$ cat src/rtl/mod_memaccess.sv
// Data-side memory access unit: runs one load (line read, beat select) or one store (addr + data beat) on the 64-bit bus.
// Optional store-to-load forwarding of the last completed store is enabled by defining MEMACCESS_LOAD_FORWARD_EN.
module mod_memaccess #(
   parameter logic [2:0] DATA_TAG   = 3'b010,
   parameter int         LINE_BEATS = 8
) (
   input  logic        clk,
   input  logic        reset_n,
   input  logic        data_reqFlag,
   input  logic [0:63] data_reqAddr,
   input  logic        store_reqFlag,
   input  logic [0:63] store_reqAddr,
   input  logic [0:63] store_data,
   input  logic        loadbuffer_done,
   output logic        load_done,
   output logic [0:63] load_buffer,
   output logic        memstage_active,
   output logic        store_memstage_active,
   output logic        store_opn,
   output logic        bus_reqcyc,
   output logic [0:63] bus_req,
   output logic [0:15] bus_reqtag,
   input  logic        bus_reqack,
   input  logic        bus_respcyc,
   input  logic [0:63] bus_resp,
   input  logic [0:15] bus_resptag,
   output logic        bus_respack
);

   // state   | meaning
   // IDLE    | waiting for a load or store request (store wins)
   // LD_REQ  | line read request on bus, waiting for reqack
   // LD_RESP | collecting line beats, keeping the addressed one
   // LD_DONE | load_buffer valid until MEM stage consumes it
   // ST_ADDR | store address beat on bus
   // ST_DATA | store data beat on bus
   localparam logic [2:0] S_IDLE    = 3'd0;
   localparam logic [2:0] S_LD_REQ  = 3'd1;
   localparam logic [2:0] S_LD_RESP = 3'd2;
   localparam logic [2:0] S_LD_DONE = 3'd3;
   localparam logic [2:0] S_ST_ADDR = 3'd4;
   localparam logic [2:0] S_ST_DATA = 3'd5;
   localparam logic [2:0] LAST_BEAT = 3'(LINE_BEATS - 1);

   logic [2:0]  r_state;
   logic [2:0]  r_beat;
   logic [0:60] r_addr;
   logic [0:63] r_data;
   logic [0:63] r_load_buffer;
   logic        w_beat_ok;
   logic [0:63] w_bus_req;
   logic        w_unused_bits;

   // Byte-in-doubleword offsets and the tag's non-type fields carry no meaning here.
   assign w_unused_bits = ^{data_reqAddr[61:63], store_reqAddr[61:63],
                            bus_resptag[0], bus_resptag[4:15]};

   assign w_beat_ok = (r_state == S_LD_RESP) && bus_respcyc && (bus_resptag[1:3] == DATA_TAG);

`ifdef MEMACCESS_LOAD_FORWARD_EN
   logic [0:60] r_fwd_addr;
   logic [0:63] r_fwd_data;
   logic        r_fwd_valid;
   logic        w_fwd_hit;

   assign w_fwd_hit = r_fwd_valid && (data_reqAddr[0:60] == r_fwd_addr);

   always_ff @(posedge clk or negedge reset_n) begin
      if (!reset_n) begin
         r_fwd_addr  <= '0;
         r_fwd_data  <= '0;
         r_fwd_valid <= 1'b0;
      end else if ((r_state == S_ST_DATA) && bus_reqack) begin
         r_fwd_addr  <= r_addr;
         r_fwd_data  <= r_data;
         r_fwd_valid <= 1'b1;
      end
   end
`endif

   always_ff @(posedge clk or negedge reset_n) begin
      if (!reset_n) begin
         r_state       <= S_IDLE;
         r_beat        <= '0;
         r_addr        <= '0;
         r_data        <= '0;
         r_load_buffer <= '0;
      end else begin
         case (r_state)
            S_IDLE: begin
               if (store_reqFlag) begin
                  r_addr  <= store_reqAddr[0:60];
                  r_data  <= store_data;
                  r_state <= S_ST_ADDR;
               end else if (data_reqFlag) begin
                  r_addr <= data_reqAddr[0:60];
`ifdef MEMACCESS_LOAD_FORWARD_EN
                  if (w_fwd_hit) begin
                     r_load_buffer <= r_fwd_data;
                     r_state       <= S_LD_DONE;
                  end else begin
                     r_state <= S_LD_REQ;
                  end
`else
                  r_state <= S_LD_REQ;
`endif
               end
            end
            S_LD_REQ: begin
               if (bus_reqack) begin
                  r_beat  <= '0;
                  r_state <= S_LD_RESP;
               end
            end
            S_LD_RESP: begin
               if (w_beat_ok) begin
                  r_beat <= r_beat + 3'd1;
                  if (r_beat == r_addr[58:60])
                     r_load_buffer <= bus_resp;
                  if (r_beat == LAST_BEAT)
                     r_state <= S_LD_DONE;
               end
            end
            S_LD_DONE: begin
               if (loadbuffer_done)
                  r_state <= S_IDLE;
            end
            S_ST_ADDR: begin
               if (bus_reqack)
                  r_state <= S_ST_DATA;
            end
            S_ST_DATA: begin
               if (bus_reqack)
                  r_state <= S_IDLE;
            end
            default: r_state <= S_IDLE;
         endcase
      end
   end

   // Loads request the whole line; stores go out doubleword aligned.
   always_comb begin
      w_bus_req = '0;
      case (r_state)
         S_LD_REQ:  w_bus_req = {r_addr[0:57], 6'b0};
         S_ST_ADDR: w_bus_req = {r_addr, 3'b0};
         S_ST_DATA: w_bus_req = r_data;
         default:   w_bus_req = '0;
      endcase
   end

   assign bus_reqcyc            = (r_state == S_LD_REQ) || (r_state == S_ST_ADDR) || (r_state == S_ST_DATA);
   assign bus_req               = w_bus_req;
   assign bus_reqtag            = bus_reqcyc ? {(r_state != S_LD_REQ), DATA_TAG, 12'h0} : 16'h0;
   assign bus_respack           = w_beat_ok;
   assign load_done             = (r_state == S_LD_DONE);
   assign load_buffer           = r_load_buffer;
   assign memstage_active       = (r_state == S_LD_REQ) || (r_state == S_LD_RESP) || (r_state == S_LD_DONE);
   assign store_memstage_active = (r_state == S_ST_ADDR) || (r_state == S_ST_DATA);
   assign store_opn             = store_memstage_active;

endmodule

$ cat config.mk
export PLATFORM = sky130hd
export DESIGN_NAME = mod_memaccess
export DESIGN_NICKNAME = d
export VERILOG_FILES = /design/src/rtl/mod_memaccess.sv
export SDC_FILE = /design/constraint.sdc
export NUM_CORES = 1
export LEC_CHECK = 0
export BUFFER_PORTS_ARGS = -buffer_cell sky130_fd_sc_hd__buf_2
export CORE_AREA = 2 2 165 167
export CTS_CLUSTER_SIZE = 25
export DETAILED_ROUTE_END_ITERATION = 16
export DIE_AREA = 0 0 167 169
export GPL_ROUTABILITY_DRIVEN = 0
export HOLD_SLACK_MARGIN = 0.03
export SYNTH_ARGS = -nofsm -noshare
export SYNTH_HDL_FRONTEND = slang
export SYNTH_SLANG_ARGS = --single-unit
export TNS_END_PERCENT = 10
$ cat constraint.sdc
create_clock -name clk -period 2.45 [get_ports clk]
set_input_delay 0.1225 -clock clk [delete_from_list [all_inputs] [get_ports clk]]
set_output_delay 0.1225 -clock clk [all_outputs]
set_load 0.005 [all_outputs]
==> out/results.ini, run 1 <==
[critical_path]
crit_path_end_kind=primary output
rr_worst_depth=5
cp_max_fo=30
r2r-start=r_state[2]
worstPathArrival_ns=2.14
timing.rr.end=load_buffer[19]
reg2reg_slack_ns=0.21
start_kind=flop
worst-setup-path-type=reg2out
critPathRequiredTime_ns=2.33

[global_route]
grt-ovfl-total=0
antenna_found_initial=4
grt_max_degree=73
grt_usage=0.197
grt_pass1_wl_um=44000
grt_pass1_vias=8290

[detailed_routing]
routed_wl_um=28100
viasPerCell=4.70
vias=7819
wire_per_inst_um=16.9
drt_iter0_markers=356
drtAntennaViolNets=0
firstDrtPassIters=6
remaining_drc_errors=0

[sta]
setup_viol=0
worst_pin_slew_ns=0.649
tns_ns=0
timing.fmax_mhz=442
rsz0062_at_grt=false
hold_viol_final=0
fin_crit_sh=0.924
post-route-min-period_ns=2.26
fin_skew_ns=0.00971
slew_viol_final=0
relSlewSlack=0.567

[synthesis]
synth_edf_count=0
yosys_warnings=0
synth_cells=686
synthDistinctLibCells=32
yosysSeqAreaShare=0.561
synth_xor_area_frac=0.00403
yosys-mux-area-fraction=0.241
synthSimpleGateAreaFrac=0.0458
synth_top_area_share=0.561
yosysMostFrequentCell=dfrtp_1
synth.largest_area_cell=dfrtp_1
synth_common_cells=195 x dfrtp_1, 123 x mux2_2, 73 x nor2_1
syn_area_um2=8690
synthAdderAreaFrac=0.00288
synth_compound_area_frac=0.101
synth_seq_cells=195
ys.flop_type=dfrtp_1
synthTopCellsByArea=dfrtp_1 56%, mux2_2 16%, mux2i_1 7.5%, a22o_1 5.8%, a21oi_1 3.6%
synth.avg_cell_area_um2=12.7
synth_top_family_by_area=multiplexers
synth_async_sr_flop_share=1.00

[placement]
port_buffers=395
hpwl_um=18500
placed_cells=1389
place_area_um2=11100

[run_status]
run_status=completed

[run]
cap_violations=0

[clock_tree]
clockBufferDepth=2
clock_sink_count=195
clock_latency_ns=0.44
cts_root_buffer=clkbuf_16
cts_setup_buffers=0
cts_tree=done
h-tree-depth=4
numCtsBuffers=17
clkTransAtPathRegs_ns=0.08

[min_path]
hp-start=store_reqAddr[56]
holdPathStages=3
hold_path_class=in2reg
hold-path-endpoint=r_addr[56]

[floorplan]
core_area_um2=26500
pin_count=429
dieArea_um2=28200
rows=60
die_x_um=167
dieHeight_um=169
initial_core_util=0.328

[power]
p_leak_uw=0.00712
vdd_drop_max_v=0.000558
power.density_nw_per_um2=1010

[cells_and_area]
final_util=0.531
final_cells=1665
fin_area_um2=14100
filler_cell_count=2292
area_growth_pct=61.9
nNetsFinal=1588
drive_above_1_share=0.436

[cell type report]
type                       count  area (um^2)  area share
clock buffer                  17          425      0.0302
multi-input combinational    432         3510       0.249
tap                          341          427      0.0303
inverter                       6         22.5     0.00160
timing repair buffer         655         4620       0.328
clock inverter                15          183      0.0130
antenna                        4         10.0    0.000711
sequential                   195         4880       0.347
[cell usage in the layout, fill, tap and decap left out, types with 3 or more instances in the layout]
cell type,n
clkinv_8,3
dfrtp_1,195
nor2_1,71
inv_6,5
a21oi_1,63
xor2_1,3
a22o_1,58
nand2b_1,3
o21ai_0,4
conb_1,14
and3_1,3
nand3_1,4
dlygate4sd3_1,240
mux2_1,5
diode_2,4
buf_2,393
clkbuf_16,17
buf_4,13
mux2_2,123
buf_12,6
mux2i_1,65
inv_1,6
[metrics by stage]
stage | power [uW] | setup WS, ns | hold slack (ns)
after global placement | 10900 | 0.253 | 0.191
after floorplan | 8400 | 0.166 | -0.173
after CTS | 14300 | 0.0398 | 0.0309
after global routing | 15100 | 0.0381 | 0.0353
final | 14200 | 0.186 | 0.0379
after detailed placement | 11000 | 0.221 | 0.192
[registers in the layout, indices dropped and copies added (netlist names)]
signal,count
r_addr,61
load_buffer,64
r_data,64
r_state,3
r_beat,3
[where the power goes]
| part | switching [uW] | internal (uW) | leakage [uW] |
|---|---|---|---|
| clock | 1420 | 1480 | 0.000295 |
| combinational | 3110 | 3160 | 0.00444 |
| sequential | 608 | 4370 | 0.00239 |
[critical path, cell delays in order, from the launching register on]
cell      delay, ns
dfrtp_1        0.38
buf_4          0.19
nand2b_1       0.29
nor2_4         0.17
buf_6          0.28
a22o_1         0.25
buf_2          0.14
[cells by family after synthesis]
logic type / count (synthesis)
flops: 195
simple gates: 90
other cells: 1
fa+ha+maj: 2
xor+xnor: 4
compound gates: 129
mux: 193
buf+inv: 72
[routing by layer]
layer	vias up	routed length [um]	GRT usage	share of wire
met2	312	14600	0.360	0.52
li1	3677	-	-	-
met4	0	616	0.0637	0.022
met3	40	1700	0.0500	0.060
met1	3790	11200	0.225	0.40
met5	-	0	0	0
[repair_timing]
action,4_1_cts,5_1_grt
resized for setup,0,2
hold buffers,239,1
hold endpoints to repair,252,1
endpoints found under the setup margin,0,4
[worst max path at each step]
stage / start / end / slack (ns)
2_1_floorplan: r_state[0] / load_buffer[41] / 0.17
3_3_place_gp: r_state[2] / load_buffer[13] / 0.25
3_5_place_dp: r_state[2] / load_buffer[20] / 0.22
4_1_cts: r_state[1] / bus_req[36] / 0.04
5_1_grt: r_state[1] / bus_req[38] / 0.04
6_report: r_state[1] / bus_req[36] / 0.19
No activity file was read; power rests on OpenSTA's default activity.
==> inputs of run 2 (changes only) <==
--- a/config.mk
+++ b/config.mk
@@ -11,7 +11,7 @@
 export DETAILED_ROUTE_END_ITERATION = 16
 export DIE_AREA = 0 0 167 169
 export GPL_ROUTABILITY_DRIVEN = 0
-export HOLD_SLACK_MARGIN = 0.03
+export HOLD_SLACK_MARGIN = 0.1
 export SYNTH_ARGS = -nofsm -noshare
 export SYNTH_HDL_FRONTEND = slang
 export SYNTH_SLANG_ARGS = --single-unit
==> run 2 against run 1 <==
- sequential power about the same
- die area unchanged
- fmax down 0.13%
- non-clock buffer count up 12
- clock power about the same
- critical path type unchanged
- setup slack worse by 0.0029 ns
- core utilization up 0.44 points
- sequential cell count unchanged
- register-to-register slack about the same
- critical path depth unchanged
- largest cell class unchanged
==> out/results.ini, run 2 (same netlist as run 1, synthesis figures left out) <==
[sta]
slew_viol_final=0  ; unchanged
tns_ns=0  ; unchanged
finalWorstSetupSlack_ns=0.183  ; -0.00290 ns
relSlewSlack=0.572  ; +0.00495
fin_crit_sh=0.925  ; +0.00118
timing.fmax_mhz=441  ; -0.13%
fin_skew_ns=0.00945  ; -0.000261 ns
timing.hold.ws_ns=0.101  ; +0.0632 ns
worst_pin_slew_ns=0.642  ; -0.00743 ns
hold_viol_final=0  ; unchanged
rsz0062_at_grt=false
setup_viol=0  ; unchanged
post-route-min-period_ns=2.27  ; +0.00290 ns

[cells_and_area]
drive_above_1_share=0.432  ; -0.00393
area_growth_pct=63.3
mostFrequentLayoutCells=393 x buf_2, 252 x dlygate4sd3_1, 195 x dfrtp_1, 123 x mux2_2, 71 x nor2_1
nNetsFinal=1600  ; +0.76%
layout_commonest_cell=buf_2

[detailed_routing]
routed_wl_um=28400  ; +0.91%
firstDrtPassIters=6  ; unchanged
viasPerCell=4.68  ; -0.26%
remaining_drc_errors=0  ; unchanged
drt_iter0_markers=371  ; +4.2%
drtAntennaViolNets=0  ; unchanged
wire_per_inst_um=16.9  ; +0.25%
vias=7850  ; +0.40%

[clock_tree]
clock_sink_count=195  ; unchanged
cts_setup_buffers=0  ; unchanged
clockBufferDepth=2  ; unchanged
cts_tree=done
clkTransAtPathRegs_ns=0.08  ; about the same
numCtsBuffers=17  ; unchanged
h-tree-depth=4  ; unchanged
cts_root_buffer=clkbuf_16
clock_latency_ns=0.44  ; about the same

[power]
power.density_nw_per_um2=999  ; -0.66%
p_switching_uw=5140  ; about the same
power_frac_comb=0.444  ; about the same
total_power_uw=14200  ; +0.17%
power_frac_clock=0.204  ; about the same
p_sw_frac=0.363  ; -0.000680
vdd_drop_max_v=0.000551  ; -1.3%
p_int_uw=9040  ; +0.28%
p_leak_uw=0.00717  ; +0.73%
seqPwrFrac=0.352  ; about the same

[global_route]
antenna_found_initial=3  ; -1
grt_pass1_wl_um=44500  ; +1.1%
grt-ovfl-total=0  ; unchanged
grt_max_degree=73  ; unchanged
grt_usage=0.199  ; +0.00218
grt_pass1_vias=8260  ; -0.36%

[placement]
dpl_worst_slack_ns=0.221  ; unchanged
port_buffers=395  ; unchanged
hpwl_um=18500  ; unchanged

[critical_path]
start_kind=flop
worstPathArrival_ns=2.14  ; about the same
critPathRequiredTime_ns=2.33  ; about the same
crit_path_end_kind=primary output
rr_worst_depth=5  ; unchanged
worst-setup-path-type=reg2out
cp_max_fo=30  ; unchanged

[floorplan]
dieHeight_um=169  ; unchanged
core_area_um2=26500  ; unchanged
pin_count=429  ; unchanged
dieArea_um2=28200  ; unchanged
rows=60  ; unchanged
initial_core_util=0.328  ; unchanged
die_x_um=167  ; unchanged

[run_status]
run_status=completed

[min_path]
hold_path_class=in2reg
holdPathStages=3  ; unchanged

[run]
cap_violations=0  ; unchanged

run 2: final cells by class:
cell class | instances | area [um^2]
diodes | 3 | 7.51
clock buffers | 17 | 425
clock inverters | 15 | 183
fillers | 2282 | 12300
inverters | 6 | 22.5
multi-input cells | 432 | 3510
flip-flops and latches | 195 | 4880
well taps | 341 | 427
repair buffers | 667 | 4740
run 2: layer usage:
metal,routed length (um),share of wire,GRT usage
met2,14800,0.52,0.362
met3,1710,0.060,0.0489
met5,0,0,0
met1,11300,0.40,0.232
met4,581,0.020,0.0607
run 2: critical path, stage by stage, from the launching register on:
cell and delay [ns]:
dfrtp_1 0.38, buf_4 0.18, nand2b_1 0.29, nor2_4 0.17, buf_6 0.27, a22o_1 0.24
buf_2 0.14
run 2: what timing repair did:
| item | CTS | global route |
|---|---|---|
| endpoints found under the hold margin | 257 | 0 |
| hold buffers | 252 | 0 |
| gates resized for setup | 0 | 2 |
| setup endpoints to repair | 0 | 4 |
run 2: through the flow:
stage,utilization,std cells,area (um^2)
3_5_place_dp,0.417,1389,11100
2_1_floorplan,-,699,8740
6_report,0.536,1676,14200
3_3_place_gp,0.417,1389,11100
5_1_grt,0.536,1676,14200
4_1_cts,0.535,1673,14200
run 2: final timing paths:
kind                              endpoint             start  slack (ns)
max                            bus_req[36]        r_state[1]        0.18
min                             r_addr[35]  data_reqAddr[35]        0.10
max reg2reg                load_buffer[19]        r_state[2]        0.21
min reg2reg                load_buffer[51]   load_buffer[51]        0.49
max in group asynchronous  load_buffer[41]           reset_n        1.44
min in group asynchronous       r_addr[32]           reset_n        0.26
run 2: power groups by stage:
stage / combinational (uW) / clock [uW] / sequential (uW)
floorplan: 3510 / 0 / 4880
detailed placement: 5950 / 0 / 5040
CTS: 6360 / 2990 / 4970
global placement: 5900 / 0 / 4990
global route: 6920 / 3130 / 5130
finish: 6290 / 2900 / 4990
==> inputs of run 3 (changes only) <==
--- a/config.mk
+++ b/config.mk
@@ -5,11 +5,11 @@
 export SDC_FILE = /design/constraint.sdc
 export NUM_CORES = 1
 export LEC_CHECK = 0
+export ABC_AREA = 1
 export BUFFER_PORTS_ARGS = -buffer_cell sky130_fd_sc_hd__buf_2
-export CORE_AREA = 2 2 165 167
+export CORE_UTILIZATION = 30
 export CTS_CLUSTER_SIZE = 25
 export DETAILED_ROUTE_END_ITERATION = 16
-export DIE_AREA = 0 0 167 169
 export GPL_ROUTABILITY_DRIVEN = 0
 export HOLD_SLACK_MARGIN = 0.1
 export SYNTH_ARGS = -nofsm -noshare
==> run 3 against run 2 <==
- sequential cell count unchanged
- largest power group unchanged
- register-to-register slack improved by 0.33 ns
- count of clock-buffer cells in the layout increased by 4
- largest cell class unchanged
- cell count increased by 31%
- routed wire length increased by 15%
- critical path type unchanged
- die area increased by 12%
- sequential share of layout area decreased by 1.4 points
==> out/results.ini, run 3 <==
[global_route]
grt_pass1_wl_um=50100  ; +13%
grt_max_degree=81  ; +11%
grt_pass1_vias=10100  ; +22%
antenna_found_initial=3  ; unchanged
grt_usage=0.203  ; +0.00338
grt-ovfl-total=0  ; unchanged

[floorplan]
dieHeight_um=178  ; +5.3%
rows=64  ; +6.7%
pin_count=429  ; unchanged
initial_core_util=0.304  ; -0.0238
core_area_um2=30500  ; +15%
die_x_um=178  ; +6.5%
dieArea_um2=31700  ; +12%

[detailed_routing]
firstDrtPassIters=5  ; -1
drtAntennaViolNets=0  ; unchanged
viasPerCell=4.61  ; -1.5%
drt_iter0_markers=497  ; +34%
vias=10100  ; +29%
wire_per_inst_um=14.8  ; -12%
remaining_drc_errors=0  ; unchanged
routed_wl_um=32500  ; +15%

[run_status]
run_status=completed

[critical_path]
timing.rr.end=load_buffer[40]
worst-setup-path-type=reg2out
cp_max_fo=43  ; +43%
start_kind=flop
cpMaxStageDelayCell=dfrtp_1
crit_chain=nor3_2, a21oi_4, buf_12, o22ai_1, buf_2
cpPeakStageDelay_ns=0.56  ; +0.18 ns
rr_worst_depth=6  ; +1
crit_path_end_kind=primary output
worstPathArrival_ns=2.15  ; about the same
reg2reg_slack_ns=0.54  ; +0.33 ns
critPathRequiredTime_ns=2.33  ; about the same
r2r-start=r_state[2]

[sta]
timing.hold.ws_ns=0.175  ; +0.0741 ns
fin_crit_sh=0.928  ; +0.00286
setup_viol=0  ; unchanged
worst_pin_slew_ns=0.684  ; +0.0417 ns
post-route-min-period_ns=2.27  ; +0.00700 ns
fin_skew_ns=0.00878  ; -0.000668 ns
timing.fmax_mhz=440  ; -0.31%
tns_ns=0  ; unchanged
relSlewSlack=0.544  ; -0.0285
slew_viol_final=0  ; unchanged
hold_viol_final=0  ; unchanged
rsz0062_at_grt=false

[cells_and_area]
final_cells=2191  ; +31%
fin_area_um2=14800  ; +4.2%
layout_commonest_cell=nand2_1
drive_above_1_share=0.255  ; -0.178
filler_cell_count=2833  ; +24%
nNetsFinal=2061  ; +29%
mostFrequentLayoutCells=401 x nand2_1, 394 x buf_2, 252 x dlygate4sd3_1, 195 x dfrtp_1, 137 x inv_1
ff_latch_area_um2=4880  ; unchanged
multi_input_area_um2=3480  ; -0.96%
area_growth_pct=59.4

[synthesis]
synthTopCellsByArea=dfrtp_1 53%, nand2_1 16%, inv_1 5.5%, nand4_1 4.3%, o22ai_1 4.1%
synth_edf_count=0  ; unchanged
synth_async_sr_flop_share=1.00  ; unchanged
synth_cells=1180  ; +72%
synth_seq_cells=195  ; unchanged
ys.flop_type=dfrtp_1
syn_area_um2=9280  ; +6.8%
yosys_warnings=0  ; unchanged
synthDistinctLibCells=26  ; -19%
synth_top_area_share=0.526  ; -0.0356
synth.avg_cell_area_um2=7.87  ; -38%
synth.largest_area_cell=dfrtp_1
yosysSeqAreaShare=0.526  ; -0.0356
yosysMostFrequentCell=nand2_1
synth_common_cells=401 x nand2_1, 195 x dfrtp_1, 137 x inv_1

[min_path]
hold_path_class=in2reg
holdPathStages=5  ; +2
hp-start=data_reqFlag
hold-path-endpoint=r_state[1]

[clock_tree]
h-tree-depth=4  ; unchanged
numCtsBuffers=17  ; unchanged
clkTransAtPathRegs_ns=0.08  ; about the same
clockBufferDepth=2  ; unchanged
cts_setup_buffers=0  ; unchanged
clock_sink_count=195  ; unchanged
cts_root_buffer=clkbuf_16
cts_tree=done
clock_latency_ns=0.43  ; about the same

[placement]
place_area_um2=11700  ; +5.5%
port_buffers=395  ; unchanged
placed_cells=1905  ; +37%
hpwl_um=20200  ; +9.2%

[power]
p_leak_uw=0.00816  ; +14%
vdd_drop_max_v=0.000560  ; +1.5%
power.density_nw_per_um2=947  ; -5.2%

[run]
cap_violations=0  ; unchanged

==> run 3: stage by stage <==
step                       util  total power, uW  setup WS, ns
after detailed placement  0.382            10800         0.558
final                     0.485            14000         0.176
after global placement    0.382            10600         0.576
after CTS                 0.485            14100        0.0915
after global routing      0.485            15100        0.0520
after floorplan               -             8470          1.02
==> run 3: layout make-up <==
cell class	count	area share
flip-flops and latches	195	0.330
repair buffers	665	0.325
multi-input cells	762	0.235
inverters	139	0.0353
well taps	396	0.0335
clock buffers	21	0.0318
clock inverters	11	0.00956
diodes	2	0.000338
==> run 3: metal layers <==
layer  up-vias  track usage  part of all wire
met3        53       0.0488             0.066
met1      4735        0.230              0.41
li1       4942            -                 -
met5         -            0           0.00040
met2       375        0.360              0.50
met4         2       0.0869             0.031
==> run 3: timing repair <==
item                      CTS  global route
hold buffers              252             0
gates resized for setup     0             0
hold endpoints to repair  253             0
==> run 3: cells by family (layout without fill, tap and decap cells) <==
logic type,Yosys count,after routing,synth area share
AOI/OAI and AO/OA,193,193,0.113
buffers and inverters,236,836,0.111
DFF,195,195,0.526
xor gates and xnor gates,1,1,0.000944
adders and majority gates,2,2,0.00269
and+or+nand+nor,552,552,0.247
other,1,16,0.000404
==> run 3: worst max-delay path, delay by kind of cell (launching register included) <==
kind	cells	cell delay, ns
DFF	1	0.56
and+or+nand+nor	1	0.42
buffers and inverters	2	0.37
AOI/OAI and AO/OA	2	0.34
==> run 3: power breakdown <==
group	internal (uW)	leakage, uW	switching, uW
clock	1620	0.000301	1340
combinational	2330	0.00546	3470
sequential	4680	0.00240	571
total	8630	0.00816	5380
==> run 3: worst max-delay path by stage <==
stage                     startpoint         endpoint  slack [ns]  depth (start not counted)
after global placement    r_state[1]       r_data[47]        0.58                          5
after detailed placement  r_state[1]       r_data[19]        0.56                          5
after CTS                 r_state[2]      bus_req[38]        0.09                          5
final                     r_state[2]      bus_req[40]        0.18                          5
after floorplan           r_state[2]  load_buffer[10]        1.02                          8
after global routing      r_state[2]      bus_req[38]        0.05                          5
